## config.mk

```make
export PLATFORM = sky130hd
export DESIGN_NAME = run_controller
export DESIGN_NICKNAME = d
export VERILOG_FILES = /design/src/rtl/run_controller.sv
export SDC_FILE = /design/constraint.sdc
export NUM_CORES = 1
export LEC_CHECK = 0
export CORE_ASPECT_RATIO = 1.5
export CORE_MARGIN = 3
export CORE_UTILIZATION = 45
export CTS_CLUSTER_DIAMETER = 40
export CTS_CLUSTER_SIZE = 25
export DETAILED_ROUTE_END_ITERATION = 10
export PLACE_DENSITY = 0.85
export SLEW_MARGIN = 10
export SYNTH_ARGS = -nofsm -noshare
export SYNTH_HDL_FRONTEND = slang
export SYNTH_SLANG_ARGS = --single-unit
```

## constraint.sdc

```tcl
create_clock -name clk -period 3 [get_ports clk]
set_clock_uncertainty 0.2 [all_clocks]
set_input_delay 0.6 -clock clk [delete_from_list [all_inputs] [get_ports clk]]
set_output_delay 0.6 -clock clk [all_outputs]
set_load 0.005 [all_outputs]
```

## src/rtl/run_controller.sv

```systemverilog
// Run control and end-of-test monitor: sequences core reset, counts run cycles, detects the tohost write.
// Latency: every output is registered, so each reacts one posedge after the input that caused it; reset_n clears them at once.
// Backpressure: none; mem_* is observed passively every cycle and soft_reset may restart the sequence in any state.
//
// Ports:
//   clk, reset_n            clock and asynchronous active-low reset
//   soft_reset              synchronous restart of the reset sequence
//   mem_valid/addr/data     write bus from the core, watched for the tohost write
//   core_reset_n, running   registered reset to the core and the RUN indicator
//   done, pass, fail_code   tohost result (fail_code = data >> 1 when data != 1)
//   timeout, cycle_count    run budget exhausted, and RUN posedges elapsed
module run_controller #(
    parameter int unsigned          ADDR_W          = 32,
    parameter int unsigned          DATA_W          = 32,
    parameter int unsigned          CNT_W           = 32,
    parameter int unsigned          RST_HOLD_CYCLES = 4,
    parameter int unsigned          TIMEOUT_CYCLES  = 4800,
    parameter logic [ADDR_W-1:0]    TOHOST_ADDR     = 32'h0000_1000
) (
    input  logic                clk,
    input  logic                reset_n,
    input  logic                soft_reset,
    input  logic                mem_valid,
    input  logic [ADDR_W-1:0]   mem_addr,
    input  logic [DATA_W-1:0]   mem_data,
    output logic                core_reset_n,
    output logic                running,
    output logic                done,
    output logic                pass,
    output logic [DATA_W-1:0]   fail_code,
    output logic                timeout,
    output logic [CNT_W-1:0]    cycle_count
);

    // The hold counter only needs to reach RST_HOLD_CYCLES-1.
    localparam int unsigned     HOLD_W    = (RST_HOLD_CYCLES > 1) ? $clog2(RST_HOLD_CYCLES) : 1;
    localparam logic [HOLD_W-1:0] HOLD_LAST = HOLD_W'(RST_HOLD_CYCLES - 1);
    localparam logic [CNT_W-1:0]  CNT_LAST  = CNT_W'(TIMEOUT_CYCLES - 1);

    typedef enum logic [1:0] {
        ST_HOLD    = 2'd0,
        ST_RUN     = 2'd1,
        ST_DONE    = 2'd2,
        ST_TIMEOUT = 2'd3
    } state_t;

    state_t              state_q, state_d;
    logic [HOLD_W-1:0]   hold_cnt_q, hold_cnt_d;
    logic                core_reset_n_d;
    logic                running_d;
    logic                done_d;
    logic                pass_d;
    logic [DATA_W-1:0]   fail_code_d;
    logic                timeout_d;
    logic [CNT_W-1:0]    cycle_count_d;
    logic                tohost_hit;

    // Zero-data writes to tohost are not an end-of-test indication.
    assign tohost_hit = mem_valid && (mem_addr == TOHOST_ADDR) && (mem_data != '0);

    always_ff @(posedge clk or negedge reset_n) begin
        if (!reset_n) begin
            state_q      <= ST_HOLD;
            hold_cnt_q   <= '0;
            core_reset_n <= 1'b0;
            running      <= 1'b0;
            done         <= 1'b0;
            pass         <= 1'b0;
            fail_code    <= '0;
            timeout      <= 1'b0;
            cycle_count  <= '0;
        end else begin
            state_q      <= state_d;
            hold_cnt_q   <= hold_cnt_d;
            core_reset_n <= core_reset_n_d;
            running      <= running_d;
            done         <= done_d;
            pass         <= pass_d;
            fail_code    <= fail_code_d;
            timeout      <= timeout_d;
            cycle_count  <= cycle_count_d;
        end
    end

    always_comb begin
        state_d        = state_q;
        hold_cnt_d     = hold_cnt_q;
        core_reset_n_d = core_reset_n;
        running_d      = running;
        done_d         = done;
        pass_d         = pass;
        fail_code_d    = fail_code;
        timeout_d      = timeout;
        cycle_count_d  = cycle_count;

        if (soft_reset) begin
            // Restart overrides anything the current state would do this edge.
            state_d        = ST_HOLD;
            hold_cnt_d     = '0;
            core_reset_n_d = 1'b0;
            running_d      = 1'b0;
            done_d         = 1'b0;
            pass_d         = 1'b0;
            fail_code_d    = '0;
            timeout_d      = 1'b0;
            cycle_count_d  = '0;
        end else begin
            case (state_q)
                ST_HOLD: begin
                    if (hold_cnt_q == HOLD_LAST) begin
                        state_d        = ST_RUN;
                        hold_cnt_d     = '0;
                        core_reset_n_d = 1'b1;
                        running_d      = 1'b1;
                    end else begin
                        hold_cnt_d = hold_cnt_q + HOLD_W'(1);
                    end
                end
                ST_RUN: begin
                    // The terminating edge is counted as a run cycle too.
                    cycle_count_d = cycle_count + CNT_W'(1);
                    if (tohost_hit) begin
                        state_d        = ST_DONE;
                        core_reset_n_d = 1'b0;
                        running_d      = 1'b0;
                        done_d         = 1'b1;
                        if (mem_data == DATA_W'(1)) begin
                            pass_d      = 1'b1;
                            fail_code_d = '0;
                        end else begin
                            pass_d      = 1'b0;
                            fail_code_d = mem_data >> 1;
                        end
                    end else if (cycle_count == CNT_LAST) begin
                        state_d        = ST_TIMEOUT;
                        core_reset_n_d = 1'b0;
                        running_d      = 1'b0;
                        timeout_d      = 1'b1;
                    end
                end
                ST_DONE, ST_TIMEOUT: begin
                    // Terminal: results are frozen until a reset of either kind.
                end
                default: begin
                    state_d = ST_HOLD;
                end
            endcase
        end
    end

endmodule

```

; ---- Word-level counts from Yosys, hierarchy flattened
; Cells that the tools add are included.
[classes]
n_reduce_logical = 12
eq_ne = 8
mux = 30
addsub = 2
[op_table]
columns = operator, n
row1 = $mux 32, 5
row2 = $eq 32x13->1 const B, 2
row3 = $add 32x1->32 const B, 1
row4 = $eq 32x1->1 const B, 1
row5 = $reduce_bool 32->1, 1
row6 = $mux 31, 1
row7 = $mux 1, 15
row8 = $mux 2, 7
row9 = $reduce_bool 2->1, 4
row10 = $reduce_and 3->1, 2
row11 = $ne 4x4->1 const B, 1
row12 = $pmux 2 s2, 1
row13 = $ne 3x3->1 const B, 1
row14 = $reduce_bool 3->1, 1
row15 = $add 2x1->2 const B, 1
row16 = $eq 2x1->1 const B, 1
row17 = $eq 2x2->1 const B, 1
row18 = $logic_and 1x1->1, 2
row19 = $logic_not 2->1, 1
row20 = $ne 2x2->1 const B, 1
row21 = $pmux 1 s2, 1
row22 = $reduce_and 2->1, 1
[totals]
out_inout_bits = 69
ff_bits = 72
elab_cells = 60

; ---- Logic depth before layout (Yosys ltp)
; Gate-level depths: netlist of run 1.
[depth]
depth_word = 6
ltp_mapped = 7

; ---- Worst setup path before layout of run 1
; No wires, ideal clock.
[synth_timing]
path_kind = input port to flip-flop
from = in mem_addr[1]
to = reg fail_code[1]
path_buffers = 1
setup_slack_ps = 696
arrival_ps = 1968
path_stages = 6
setup_ps = 136
cell_sequence = nor4b_1 nand4_1 or4_1 clkbuf_1 o21ai_0 a21oi_1
[synth_between]
elab_chain_cells = 5
[synth_lines]
columns = item, line_no
row1 = "start, declared", 24  ; input logic [ADDR_W-1:0] mem_addr,
row2 = $eq 32x13->1, 59  ; assign tohost_hit = mem_valid && (mem_addr == TOHOST_ADDR) && (mem_data != '0);
row3 = $logic_and 1x1->1 (2 in a row), 59
row4 = $reduce_bool 2->1 (no source line), -
row5 = $reduce_and 2->1 (no source line), -
row6 = "end signal, assigned", 79  ; fail_code <= fail_code_d;
row7 = "end, declared", 30  ; output logic [DATA_W-1:0] fail_code,
; No other way between the ends.
; A chain may end at the register's enable or synchronous reset.

; ---- Worst setup path after layout of run 1
[layout_timing]
from = in mem_addr[15]
to = reg fail_code[4]
; Same word-level chain as after synthesis.

==> results of run 1 <==
[logic make-up after synthesis]
| logic type | share of synthesized area |
|---|---|
| simple gates | 0.2742 |
| compound gates | 0.1253 |
| flops | 0.4861 |
| buf+inv | 0.04416 |
| xor+xnor | 0.06231 |
| fa+ha+maj | 0.006846 |
| other cells | 0.001026 |
[per-stage QoR]
step | power, mW | setup slack, ns
after floorplan | 1.073 | 0.6960
final | 2.265 | 0.3339
after CTS | 2.282 | 0.3242
after global placement | 1.228 | 0.1937
after detailed placement | 1.234 | 0.04147
after global routing | 2.350 | 0.2094
[synthesized netlist by cell type, types with 2 or more instances]
cell / instances
dfrtp_1: 71
a21oi_1: 44
nand3_1: 40
nor2_1: 34
o21ai_0: 32
nor4_1: 23
clkbuf_1: 19
xnor2_1: 16
nand2_1: 13
nand4_1: 13
xor2_1: 10
inv_1: 8
nor3_2: 7
o21ai_1: 7
or3_1: 6
and3_1: 5
nor3_1: 4
nor4b_1: 4
and4_1: 3
buf_2: 3
buf_4: 3
or4_1: 3
buf_6: 2
ha_1: 2
nand3b_1: 2
nor4_4: 2
[flip-flops by register name, indices dropped and copies added, names as in the netlist]
signal,count
cycle_count,32
state_q,2
hold_cnt_q,2
pass,1
running,1
timeout,1
done,1
fail_code,31
[power groups by stage]
| stage | registers, mW | clock network, mW | logic [mW] |
|---|---|---|---|
| 2_1_floorplan | 1.01 | 0 | 0.0676 |
| 5_1_grt | 0.994 | 1.11 | 0.244 |
| 4_1_cts | 0.993 | 1.06 | 0.226 |
| 3_5_place_dp | 1.01 | 0 | 0.224 |
| 6_report | 0.992 | 1.05 | 0.224 |
| 3_3_place_gp | 1.01 | 0 | 0.219 |
[worst min path at each step]
stage | startpoint | endpoint | slack (ns) | cells after the start
2_1_floorplan | reset_n | cycle_count[0] | 0.10 | 0
3_3_place_gp | timeout | timeout | 0.29 | 2
3_5_place_dp | timeout | timeout | 0.29 | 2
4_1_cts | reset_n | fail_code[13] | 0.31 | 2
5_1_grt | timeout | timeout | 0.32 | 2
6_report | reset_n | fail_code[21] | 0.28 | 2
[worst reg2reg max path, cell delays in order, from the launching register on]
cell	delay [ns]
dfrtp_1	0.45
ha_1	0.28
nand3b_2	0.17
or4_4	0.63
or3_1	0.37
a21oi_1	0.18
[cell type report]
type | count | area (um^2)
flip-flops and latches | 71 | 1777
repair buffers | 149 | 1471
fillers | 574 | 2326
multi-input cells | 286 | 1730
clock buffers | 9 | 225.2
well taps | 102 | 127.6
inverters | 8 | 30.03
clock inverters | 7 | 71.32
[routing by layer]
layer  global-route usage  up-vias  part of all wire
met1               0.2916     1743              0.39
li1                     -     1704                 -
met4              0.08372        0             0.022
met5                    0        -                 0
met2               0.4294      126              0.52
met3              0.05710       21             0.061
==> flow_metrics.env, run 1 <==
export IMPL_outcome="finished clean"
export IMPL_synth_edf_count=0
export IMPL_p_switching_uw=521.7
export IMPL_switching_share=0.2303
export IMPL_cp_num_buf_inv=2
export IMPL_fin_cells=632
export IMPL_worst_pin_slew_ns=0.8935
export IMPL_path_cells="clkdlybuf4s50_1 -> nor4b_1 -> nand4_1 -> or4_1 -> buf_4 -> o21ai_0 -> a21oi_1"
export IMPL_p_seq_frac=0.438
export IMPL_timing_hold_ws_ns=0.2847
export IMPL_r2r_start="cycle_count[0]"
export IMPL_dp_hpwl_um=7869
export IMPL_final_common_cell="clkdlybuf4s50_1"
export IMPL_crit_end="fail_code[4]"
export IMPL_post_cts_buffers=0
export IMPL_htreeDepth=3
export IMPL_cts_hold_buf=0
export IMPL_drv_slew=0
export IMPL_cts_buffers=9
export IMPL_fin_crit_ns=2.666
export IMPL_final_layout_size_suffix_gt1_frac=0.09434
export IMPL_synthTopCellsByArea="dfrtp_1 49%, a21oi_1 6.0%, nand3_1 5.5%"
export IMPL_die_area_mm2=0.009261
export IMPL_setup_viol=0
export IMPL_grt_ovfl_total=0
export IMPL_dr_pass1_iters=4
export IMPL_wl_per_cell_um=17.18
export IMPL_ctsResizeCount=0
export IMPL_path_class="primary input to flip-flop"
export IMPL_cp_max_fo=31
export IMPL_antenna_found_initial=0
export IMPL_p_int_mw=1.743
export IMPL_clockBufferDepth=2
export IMPL_antennaDiodeCount=0
export IMPL_nets=595
export IMPL_path_clk_slew_ns=0.06
export IMPL_num_rows=39
export IMPL_p_per_area_mw_per_mm2=416.9
export IMPL_rsz0062_at_grt="false"
export IMPL_clockRootBuffer="clkbuf_16"
export IMPL_boundaryPins=137
export IMPL_ff2ff_setup_slack_ns=0.63
export IMPL_p_clk_frac=0.463
export IMPL_gp_congestion=0.8512
export IMPL_grt_usage=0.2443
export IMPL_cap_violations=0
export IMPL_slowest_delay_ns=0.52
export IMPL_fp_dieW_um=79.58
export IMPL_max_freq_mhz=375.1
export IMPL_synth_area_mm2=0.003655
export IMPL_vias=3594
export IMPL_slew_headroom=0.4043
export IMPL_yosysSeqAreaShare=0.4861
export IMPL_yosysWarnings=0
export IMPL_async_reset_ff_frac=1.000
export IMPL_worstHoldPathType="primary input to async pin"
export IMPL_vdd_ir_drop_max_mv=0.2404
export IMPL_viasPerCell=5.687
export IMPL_area_delta_synth_final_pct=48.65
export IMPL_synth_top_area_share=0.4861
export IMPL_avgSynthCellArea_um2=9.323
export IMPL_cp_start_kind="primary input"
export IMPL_ys_ff_latch=71
export IMPL_r2r_end="cycle_count[16]"
export IMPL_reg2reg_depth=5
export IMPL_grt_pass1_wl_um=17900
export IMPL_post_route_drc_count=0
export IMPL_die_y_um=116.4
export IMPL_core_area_mm2=0.007759
export IMPL_crit_path_start="mem_addr[15]"
export IMPL_critPathRequiredTime_ns=2.98
export IMPL_comb_power_share=0.099
export IMPL_hold_viol_final=0
export IMPL_drt_iter0_markers=175
export IMPL_clkSinkCount=71
export IMPL_cpMaxStageDelayCell="or4_1"
export IMPL_postRouteAntennaNets=0
export IMPL_finalSetupTns_ns=0
export IMPL_ys_flop_type="dfrtp_1"
export IMPL_io_buffers=135
export IMPL_cp_depth=7
export IMPL_netlist_cell_type_count=42
export IMPL_wirelength_um=10860
export IMPL_synthesis_nets=462
export IMPL_cp_arrival_ns=2.64
export IMPL_synth_top_area_cell="dfrtp_1"
export IMPL_netlist_instances=392
export IMPL_clock_latency_ns=0.33
export IMPL_path_delay_family="simple AND/OR/NAND/NOR gates"
export IMPL_fin_crit_sh=0.8887
export IMPL_grt_pass1_vias=3761
export IMPL_post_place_cells=616
export IMPL_crit_path_end_kind="flip-flop"
export IMPL_grt_max_degree=72
export IMPL_cts_tree="done"
export IMPL_leakagePower_nw=2.116
export IMPL_initial_core_util=0.4711
export IMPL_mostFrequentLayoutCells="133 x clkdlybuf4s50_1, 71 x dfrtp_1, 44 x a21oi_1, 40 x nand3_1, 34 x nor2_1"
export IMPL_finish_instance_area_mm2=0.005433
export IMPL_fin_util=0.7002
export IMPL_place_area_mm2=0.005136
(Power assumes the default switching activity.)
==> run 2, diff against run 1 <==
GPL_TIMING_DRIVEN = 0   (was default)
clock period = 2.91 ns   (was 3 ns; I/O delays follow)
==> run 2 against run 1 <==
- worst setup slack got worse by 0.31 ns
- critical endpoint unchanged
- first-iteration DRC count rose by 20%
- critical path type unchanged
- the flow now finishes with violations (negative hold slack)
- combinational power rose by 12%
- sequential share of layout area fell by 0.33 points
==> flow_metrics.env, run 2 (synthesis results as in run 1) <==
export IMPL_max_freq_mhz=346.0
export IMPL_htreeDepth=3
export IMPL_place_ws_ns=-0.2717
export IMPL_fin_crit_sh=0.9931
export IMPL_final_common_cell="clkdlybuf4s50_1"
export IMPL_cap_violations=0
export IMPL_clockRootBuffer="clkbuf_16"
export IMPL_cp_start_kind="primary input"
export IMPL_reg2reg_depth=6
export IMPL_dr_pass1_iters=7
export IMPL_antenna_found_initial=0
export IMPL_grt_pass1_wl_um=18540
export IMPL_outcome="finished with violations"
export IMPL_fin_crit_ns=2.890
export IMPL_p_per_area_mw_per_mm2=447.6
export IMPL_grt_ovfl_total=0
export IMPL_worst_pin_slew_ns=1.034
export IMPL_largest_reg_flops=32
export IMPL_antennaDiodeCount=0
export IMPL_p_total_mw=2.457
export IMPL_final_layout_size_suffix_gt1_frac=0.08656
export IMPL_drt_iter0_markers=210
export IMPL_viasPerCell=5.780
export IMPL_cp_num_buf_inv=2
export IMPL_nets=608
export IMPL_path_delay_family="simple AND/OR/NAND/NOR gates"
export IMPL_num_rows=39
export IMPL_cts_buffers=9
export IMPL_dp_hpwl_um=8508
export IMPL_failed_checks="negative hold slack"
export IMPL_clkSinkCount=71
export IMPL_boundaryPins=137
export IMPL_regMostFlops="cycle_count"
export IMPL_core_area_mm2=0.007759
export IMPL_grt_pass1_vias=3771
export IMPL_cp_max_fo=10
export IMPL_vdd_ir_drop_max_mv=0.2892
export IMPL_setup_slack_ns=0.02003
export IMPL_timing_hold_ws_ns=-0.009058
export IMPL_die_y_um=116.4
export IMPL_path_class="primary input to flip-flop"
export IMPL_grt_max_degree=38
export IMPL_slew_headroom=0.3042
export IMPL_fp_dieW_um=79.58
export IMPL_drv_slew=0
export IMPL_grt_usage=0.2594
export IMPL_post_route_drc_count=0
export IMPL_crit_path_end_kind="flip-flop"
export IMPL_io_buffers=134
export IMPL_path_cells="clkdlybuf4s50_1 -> nor4b_1 -> nand4_1 -> or4_4 -> clkbuf_1 -> o21ai_0 -> a21oi_1"
export IMPL_cp_arrival_ns=2.88
export IMPL_setup_viol=0
export IMPL_cpMaxStageDelayCell="or4_4"
export IMPL_critPathRequiredTime_ns=2.90
export IMPL_r2r_start="cycle_count[0]"
export IMPL_mostFrequentLayoutCells="133 x clkdlybuf4s50_1, 71 x dfrtp_1, 44 x a21oi_1, 40 x nand3_1, 34 x nor2_1"
export IMPL_initial_core_util=0.4711
export IMPL_post_cts_buffers=0
export IMPL_worstHoldPathType="primary input to async pin"
export IMPL_top_regs="cycle_count: 32 flops, fail_code: 31 flops"
export IMPL_gp_congestion=0.8431
export IMPL_wirelength_um=11730
export IMPL_clock_latency_ns=0.34
export IMPL_area_delta_synth_final_pct=50.15
export IMPL_path_clk_slew_ns=0.05
export IMPL_wl_per_cell_um=18.19
export IMPL_hold_viol_final=23
export IMPL_die_area_mm2=0.009261
export IMPL_ff2ff_setup_slack_ns=0.29
export IMPL_slowest_delay_ns=0.59
export IMPL_r2r_end="cycle_count[20]"
export IMPL_cp_depth=7
export IMPL_vias=3728
export IMPL_clockBufferDepth=2
export IMPL_leakagePower_nw=2.140
export IMPL_cts_tree="done"
export IMPL_postRouteAntennaNets=0
## run 2: layout make-up
cell class | count | area, um^2
clock buffer | 9 | 225.2
inverter | 8 | 30.03
fill | 577 | 2271
multi-input combinational | 286 | 1740
tap | 102 | 127.6
clock inverter | 7 | 96.34
buffer | 27 | 132.6
timing repair buffer | 135 | 1359
sequential | 71 | 1777
## run 2: worst max-delay path by stage
| stage | slack, ns | end | startpoint |
|---|---|---|---|
| floorplan | 0.62 | fail_code[1] | mem_addr[1] |
| finish | 0.02 | fail_code[4] | mem_addr[15] |
| detailed placement | -0.27 | fail_code[13] | mem_addr[15] |
| CTS | 0.06 | fail_code[4] | mem_addr[15] |
| global route | -0.002 | fail_code[4] | mem_addr[15] |
| global placement | -1.28 | cycle_count[5] | reset_n |
## run 2: routing by layer
metal  track usage  vias to the layer above  part of all wire
li1              -                     1716                 -
met1        0.2874                     1814              0.37
met5             0                        -                 0
met3       0.07330                       29             0.070
met2        0.4607                      169              0.53
met4        0.1112                        0             0.028
## run 2: report_power, final
group          internal, mW  switching (mW)
clock                 0.752           0.430
sequential             1.00          0.0195
combinational         0.141           0.110
total                  1.90           0.560
## run 2: metrics by stage
stage,area [um^2],cells,utilization,TNS (ns)
5_1_grt,5488,645,0.7073,-0.001602
3_5_place_dp,5141,629,0.6626,-7.015
4_1_cts,5463,645,0.7041,0
3_3_place_gp,5124,628,0.6604,-93.10
6_report,5488,645,0.7073,0
2_1_floorplan,3655,392,-,0
## run 2: repair_timing
| item | in CTS | in global routing |
|---|---|---|
| setup endpoints to repair | 0 | 27 |
| gates resized for setup | 0 | 6 |
| hold buffers | 0 | 0 |
